**config.mk**
```make
export PLATFORM = sky130hd
export DESIGN_NAME = jtag_host_engine
export DESIGN_NICKNAME = d
export VERILOG_FILES = /design/src/rtl/jtag_host_pkg.sv /design/src/rtl/jtag_tck_gen.sv /design/src/rtl/jtag_host_engine.sv
export SDC_FILE = /design/constraint.sdc
export NUM_CORES = 1
export LEC_CHECK = 0
export BUFFER_PORTS_ARGS = -buffer_cell sky130_fd_sc_hd__buf_2
export CAP_MARGIN = 20
export CORE_MARGIN = 4
export CORE_UTILIZATION = 50
export CTS_BUF_LIST = sky130_fd_sc_hd__clkbuf_16
export DETAILED_ROUTE_END_ITERATION = 8
export PLACE_DENSITY = 0.72
export SETUP_SLACK_MARGIN = 0.4
export SYNTH_ARGS = -nofsm -noshare
export SYNTH_HDL_FRONTEND = slang
export SYNTH_SLANG_ARGS = --single-unit
export TNS_END_PERCENT = 50
```
**constraint.sdc**
```tcl
create_clock -name clk -period 7.8 [get_ports clk]
set_input_delay 0 -clock clk [delete_from_list [all_inputs] [get_ports clk]]
set_output_delay 0 -clock clk [all_outputs]
set_load 0.05 [all_outputs]
```
**src/rtl/jtag_host_pkg.sv**
```systemverilog
// Shared types and sequence lengths for the host-side JTAG engine.
package jtag_host_pkg;

  // Command opcodes as presented on cmd_op.
  typedef enum logic [1:0] {
    OP_RESET    = 2'd0,
    OP_IDLE     = 2'd1,
    OP_SHIFT_IR = 2'd2,
    OP_SHIFT_DR = 2'd3
  } op_e;

  // Engine sequencing states.
  typedef enum logic [2:0] {
    ST_PARK,
    ST_PRE,
    ST_SHIFT,
    ST_POST,
    ST_RSP
  } state_e;

  // TCK counts of the fixed TMS walks around a scan.
  localparam int RESET_LEN  = 6;  // 1,1,1,1,1,0
  localparam int PRE_DR_LEN = 3;  // 1,0,0   Idle -> Shift-DR
  localparam int PRE_IR_LEN = 4;  // 1,1,0,0 Idle -> Shift-IR
  localparam int POST_LEN   = 2;  // 1,0     Exit1 -> Update -> Idle

endpackage

```
**src/rtl/jtag_tck_gen.sv**
```systemverilog
// TCK divider: low phase first, DIV clk per half-period, one-clk strobes
// marking the clk edge on which tck rises or falls.
module jtag_tck_gen #(
  parameter int DIV = 2
) (
  input  logic clk,
  input  logic trst,
  input  logic en_i,
  output logic tck_o,
  output logic rise_o,
  output logic fall_o
);

  localparam int CW = (DIV > 1) ? $clog2(DIV) : 1;

  logic [CW-1:0] cnt_q, cnt_d;
  logic          tck_q, tck_d;
  logic          toggle;

  // Half-period counter; tck parks low and the phase restarts whenever disabled.
  always_comb begin
    // NOTE: every signal driven here gets a default first so no latch is inferred.
    cnt_d  = '0;
    tck_d  = 1'b0;
    toggle = en_i && (cnt_q == CW'(DIV - 1));
    if (en_i) begin
      cnt_d = toggle ? '0 : cnt_q + CW'(1);
      tck_d = tck_q ^ toggle;
    end
  end

  // Divider state registers.
  always_ff @(posedge clk or negedge trst) begin
    // NOTE: non-blocking assignments so every flop sees pre-edge values of the others.
    if (!trst) begin
      cnt_q <= '0;
      tck_q <= 1'b0;
    end else begin
      cnt_q <= cnt_d;
      tck_q <= tck_d;
    end
  end

  assign tck_o  = tck_q;
  assign rise_o = toggle && !tck_q;
  assign fall_o = toggle && tck_q;

endmodule

```
**src/rtl/jtag_host_engine.sv**
```systemverilog
// Host-side JTAG engine: walks the target TAP from Run-Test/Idle through
// RESET, IDLE and IR/DR scans, returning captured TDO on a response channel.
module jtag_host_engine
  import jtag_host_pkg::*;
#(
  parameter  int DIV    = 2,
  parameter  int MAXLEN = 32,
  localparam int LW     = $clog2(MAXLEN)
) (
  input  logic              clk,
  input  logic              trst,
  input  logic              cmd_valid,
  output logic              cmd_ready,
  input  logic [1:0]        cmd_op,
  input  logic [LW-1:0]     cmd_len,
  input  logic [MAXLEN-1:0] cmd_data,
  output logic              rsp_valid,
  input  logic              rsp_ready,
  output logic [MAXLEN-1:0] rsp_data,
  output logic              busy,
  output logic              tck,
  output logic              tms,
  output logic              tdi,
  input  logic              tdo,
  output logic              tap_trst_n
);

  state_e            state_q, state_d;
  op_e               op_q, op_d;
  logic [LW-1:0]     len_q, len_d;
  logic [LW-1:0]     idx_q, idx_d;
  logic [LW-1:0]     last_idx;
  logic [MAXLEN-1:0] data_q, data_d;
  logic [MAXLEN-1:0] cap_q, cap_d;
  logic              tms_q, tms_d;
  logic              tdi_q, tdi_d;
  logic              trst_n_q;
  logic              tck_rise, tck_fall;

  // TMS level for TCK number idx of the given phase.
  function automatic logic seq_tms(state_e st, op_e op, logic [LW-1:0] idx,
                                   logic [LW-1:0] len);
    logic t;
    t = 1'b0;
    case (st)
      ST_PRE: begin
        case (op)
          OP_RESET:    t = (idx < LW'(RESET_LEN - 1));
          OP_SHIFT_DR: t = (idx < LW'(PRE_DR_LEN - 2));
          OP_SHIFT_IR: t = (idx < LW'(PRE_IR_LEN - 2));
          default:     t = 1'b0;
        endcase
      end
      ST_SHIFT: t = (idx == len);
      ST_POST:  t = (idx == '0);
      default:  t = 1'b0;
    endcase
    return t;
  endfunction

  jtag_tck_gen #(.DIV(DIV)) u_tck_gen (
    .clk    (clk),
    .trst   (trst),
    .en_i   (busy && trst_n_q),
    .tck_o  (tck),
    .rise_o (tck_rise),
    .fall_o (tck_fall)
  );

  // Index of the final TCK in the current phase.
  always_comb begin
    last_idx = '0;
    case (state_q)
      ST_PRE: begin
        case (op_q)
          OP_RESET:    last_idx = LW'(RESET_LEN - 1);
          OP_IDLE:     last_idx = len_q;
          OP_SHIFT_DR: last_idx = LW'(PRE_DR_LEN - 1);
          default:     last_idx = LW'(PRE_IR_LEN - 1);
        endcase
      end
      ST_SHIFT: last_idx = len_q;
      ST_POST:  last_idx = LW'(POST_LEN - 1);
      default:  last_idx = '0;
    endcase
  end

  // Next-state: accept, advance one TCK per fall strobe, capture TDO on rise.
  always_comb begin
    state_d = state_q;
    op_d    = op_q;
    len_d   = len_q;
    data_d  = data_q;
    idx_d   = idx_q;
    cap_d   = cap_q;
    case (state_q)
      ST_PARK: begin
        if (cmd_valid) begin
          state_d = ST_PRE;
          op_d    = op_e'(cmd_op);
          len_d   = cmd_len;
          data_d  = cmd_data;
          idx_d   = '0;
          cap_d   = '0;
        end
      end
      ST_PRE, ST_SHIFT, ST_POST: begin
        if (tck_rise && state_q == ST_SHIFT) cap_d[idx_q] = tdo;
        if (tck_fall) begin
          if (idx_q != last_idx) begin
            idx_d = idx_q + LW'(1);
          end else begin
            idx_d = '0;
            case (state_q)
              ST_PRE:   state_d = (op_q == OP_SHIFT_IR || op_q == OP_SHIFT_DR) ? ST_SHIFT : ST_PARK;
              ST_SHIFT: state_d = ST_POST;
              default:  state_d = ST_RSP;
            endcase
          end
        end
      end
      ST_RSP:  if (rsp_ready) state_d = ST_PARK;
      default: state_d = ST_PARK;
    endcase
    // Pins follow the position being entered, so they change with the tck fall.
    tms_d = seq_tms(state_d, op_d, idx_d, len_d);
    tdi_d = (state_d == ST_SHIFT) ? data_d[idx_d] : 1'b0;
  end

  // Engine registers; reset lands in the pending auto-RESET sequence.
  always_ff @(posedge clk or negedge trst) begin
    if (!trst) begin
      state_q  <= ST_PRE;
      op_q     <= OP_RESET;
      len_q    <= '0;
      data_q   <= '0;
      idx_q    <= '0;
      cap_q    <= '0;
      tms_q    <= 1'b1;
      tdi_q    <= 1'b0;
      trst_n_q <= 1'b0;
    end else begin
      state_q  <= state_d;
      op_q     <= op_d;
      len_q    <= len_d;
      data_q   <= data_d;
      idx_q    <= idx_d;
      cap_q    <= cap_d;
      tms_q    <= tms_d;
      tdi_q    <= tdi_d;
      trst_n_q <= 1'b1;
    end
  end

  assign cmd_ready  = (state_q == ST_PARK);
  assign rsp_valid  = (state_q == ST_RSP);
  assign busy       = (state_q == ST_PRE) || (state_q == ST_SHIFT) || (state_q == ST_POST);
  assign rsp_data   = cap_q;
  assign tms        = tms_q;
  assign tdi        = tdi_q;
  assign tap_trst_n = trst_n_q;

endmodule
```
==> run metrics <==
Synth Cell Area=4420 µm²; Rows=34; H-tree lvl count=3; fmax=0.225 GHz; postcts setup bufs=0; post-synthesis async set-or-reset flop share=100%; busiest metal layer after global routing=met2; peak supply drop=between 0.1 and 0.15 mV; Cell variety after synth=55; die area=10400 µm²; Worst EP required=between 8000 and 9000 ps; DRT Wirelength=about 11000 µm; outcome=finished clean; yosys warns=0; initial antenna violation count=0; met2 usage=36.7%; vias in the first global route=~3.7k; Worst-path clk slew=about 70 ps; detailed placer's ending HPWL=between 7000 and 8000 µm; final setup vio count=0; Via density=between 5 and 6; Area growth syn-to-layout=27.2%; hold_buf cts=just over 40; final setup TNS=0 ps; clock latency on the worst-skew pair=approximately 340 ps; top post-synthesis cells by area=dfrtp_1 46%, mux2_2 12%, o21ai_0 7.6%; GRT overflow=0; minimum clock period=about 4500 ps; placed instance count=roughly 590; final period utilization=57.1%; syn_area_per_cell=10.4 µm²; most used flip-flop cell after synthesis=dfrtp_1; CTS tree=yes; I/O Pins=between 80 and 90; Final Hold Fails=0; Starting Density=between 50% and 60%; Slew headroom=a little over a quarter; Worst-Margin Slew=about 1100 ps; critical path class=flip-flop to flip-flop; met1 Track Usage GR=27.1%; drt drc=0; die width=slightly above 100 µm; Die H=between 100 and 150 µm; Clock Skew=between 8 and 9 ps; Leakage=2.62 nW; most frequent cells in the layout=82 x dfrtp_1, 81 x buf_2, 67 x o21ai_0; clock root buffer=clkbuf_16; Final Wtd Congestion=between 0.8 and 0.9; fin util=between 60% and 70%; Via Count=3636; layout cells sized above 1=29.7%; number of flops mapped to enable cells by yosys=0; cts repair resizes=0; max_cap viols=0; CP arrival=around 4700 ps; worst-path maximum fanout=37; Worst Hold Class=input port to flip-flop; Non-Filler Instances=647; Clock Path Buffers=2; Filler Cell Count=689; syn_nets=approximately 480; Total GRT Usage=21.4%; largest net degree at the start of global routing=85; DRT antenna net count=0; share of the synthesized area in the top cell type=a little under half; fin. max-slew vios=0; core area=slightly below 9000 µm²; Yosys reg bits=84; first-pass GRT wire length=approximately 18000 µm; power per standard cell area=251 nW/µm²; routed length per instance=16.8 µm; Sinks on Clock Net=84; nets=approximately 600; register area share after synthesis=a little under half; M3 GR Usage=~4.0%; Detailed Routing Iterations Pass 1=4; crit path launch type=flip-flop; Synth area leader=dfrtp_1; Num CTS Buffers=9; DR iter-0 viols=165; endpoint class of the critical path=flip-flop; commonest non-fill, non-tap cell in the layout=dfrtp_1; cell count after synthesis=around 430; reg2reg setup slack=3350 ps; ant diodes=0; PortBufs=82; RSZ-0062 raised after global routing=no
[stage by stage]
step                setup slack, ps  hold slack, ps  cell area (µm²)  total power [mW]
floorplan                      4120            -296             4420             0.847
global placement               3590             241             4840             0.924
detailed placement             3390             256             4840             0.940
CTS                            3350            9.67             5570              1.41
global route                   3050            31.8             5620              1.48
finish                         3350            6.53             5620              1.41
[registers in the layout (all words and copies together), names as in the netlist]
signal           cells
data_q              32
rsp_data            32
idx_q                5
len_q                5
state_q              3
op_q                 2
tap_trst_n           1
tdi                  1
tms                  1
u_tck_gen.cnt_q      1
u_tck_gen.tck_o      1
[cell type report]
cell class | count | area (µm²) | area share [%]
inverters | 13 | 48.8 | 0.868
multi-input cells | 301 | 2140 | 38.0
clock inverters | 7 | 92.6 | 1.65
repair buffers | 125 | 878 | 15.6
flip-flops and latches | 84 | 2100 | 37.4
well taps | 108 | 135 | 2.40
clock buffers | 9 | 225 | 4.01
[worst max-delay path: stages, from the launching register on]
cell	delay, ps
dfrtp_1	590
o21bai_4	760
inv_2	280
and3_1	280
ha_1	190
inv_1	120
a221oi_1	70
and4bb_1	280
o21a_4	150
o32ai_2	930
mux2i_1	310
mux2i_1	110
mux2i_1	190
o2bb2ai_1	130
[where the power goes]
group | switching (mW) | total (mW) | internal (mW) | leakage [nW]
logic | 0.223 | 0.410 | 0.187 | 1.35
clock network | 0.178 | 0.458 | 0.280 | 0.159
registers | 0.0498 | 0.543 | 0.493 | 1.12
total | 0.451 | 1.41 | 0.960 | 2.62
[kinds of logic after synthesis]
| family | Yosys count | synth area share [%] |
|---|---|---|
| other | 1 | 0.0848 |
| multiplexers | 72 | 17.7 |
| AND/OR/NAND/NOR | 88 | 10.2 |
| adder cells (fa/ha/maj) | 6 | 1.70 |
| buffers and inverters | 42 | 4.22 |
| XOR/XNOR | 6 | 1.19 |
| AO/OA/AOI/OAI | 128 | 17.3 |
| flip-flops | 84 | 47.6 |
[synth_stat cells, types with 3 or more instances]
cell	instances
dfrtp_1	82
o21ai_0	67
mux2_2	47
a21oi_1	35
mux2i_1	24
nand2_1	21
nor2_1	21
clkbuf_1	20
inv_1	11
nor3_1	7
and2_1	6
ha_1	6
buf_2	5
and3_1	4
nand2b_1	4
nand3_1	4
nor2b_1	4
xnor2_1	4
a31oi_1	3
nor3b_1	3
o22ai_1	3
or2_2	3
or3_1	3
[worst paths after layout]
path,start,to,cells after the start
worst max-delay path,state_q[1]$_DFF_PN0_,tdi$_DFF_PN0_,13
worst min-delay path,rsp_ready,state_q[2]$_DFF_PN0_,4
worst max register to register,state_q[1]$_DFF_PN0_,tdi$_DFF_PN0_,13
worst min register to register,u_tck_gen.cnt_q$_DFF_PN0_,u_tck_gen.cnt_q$_DFF_PN0_,1
max in group asynchronous,trst,tms$_DFF_PN1_,3
min in group asynchronous,trst,rsp_data[9]$_DFFE_PN0P_,2
[metal layers]
metal / vias up / part of all wire (%)
met4: 0 / 1.7
met5: - / 0
met1: 1770 / 42
met2: 109 / 51
met3: 17 / 5.3
li1: 1740 / -
(Power assumes the default switching activity.)
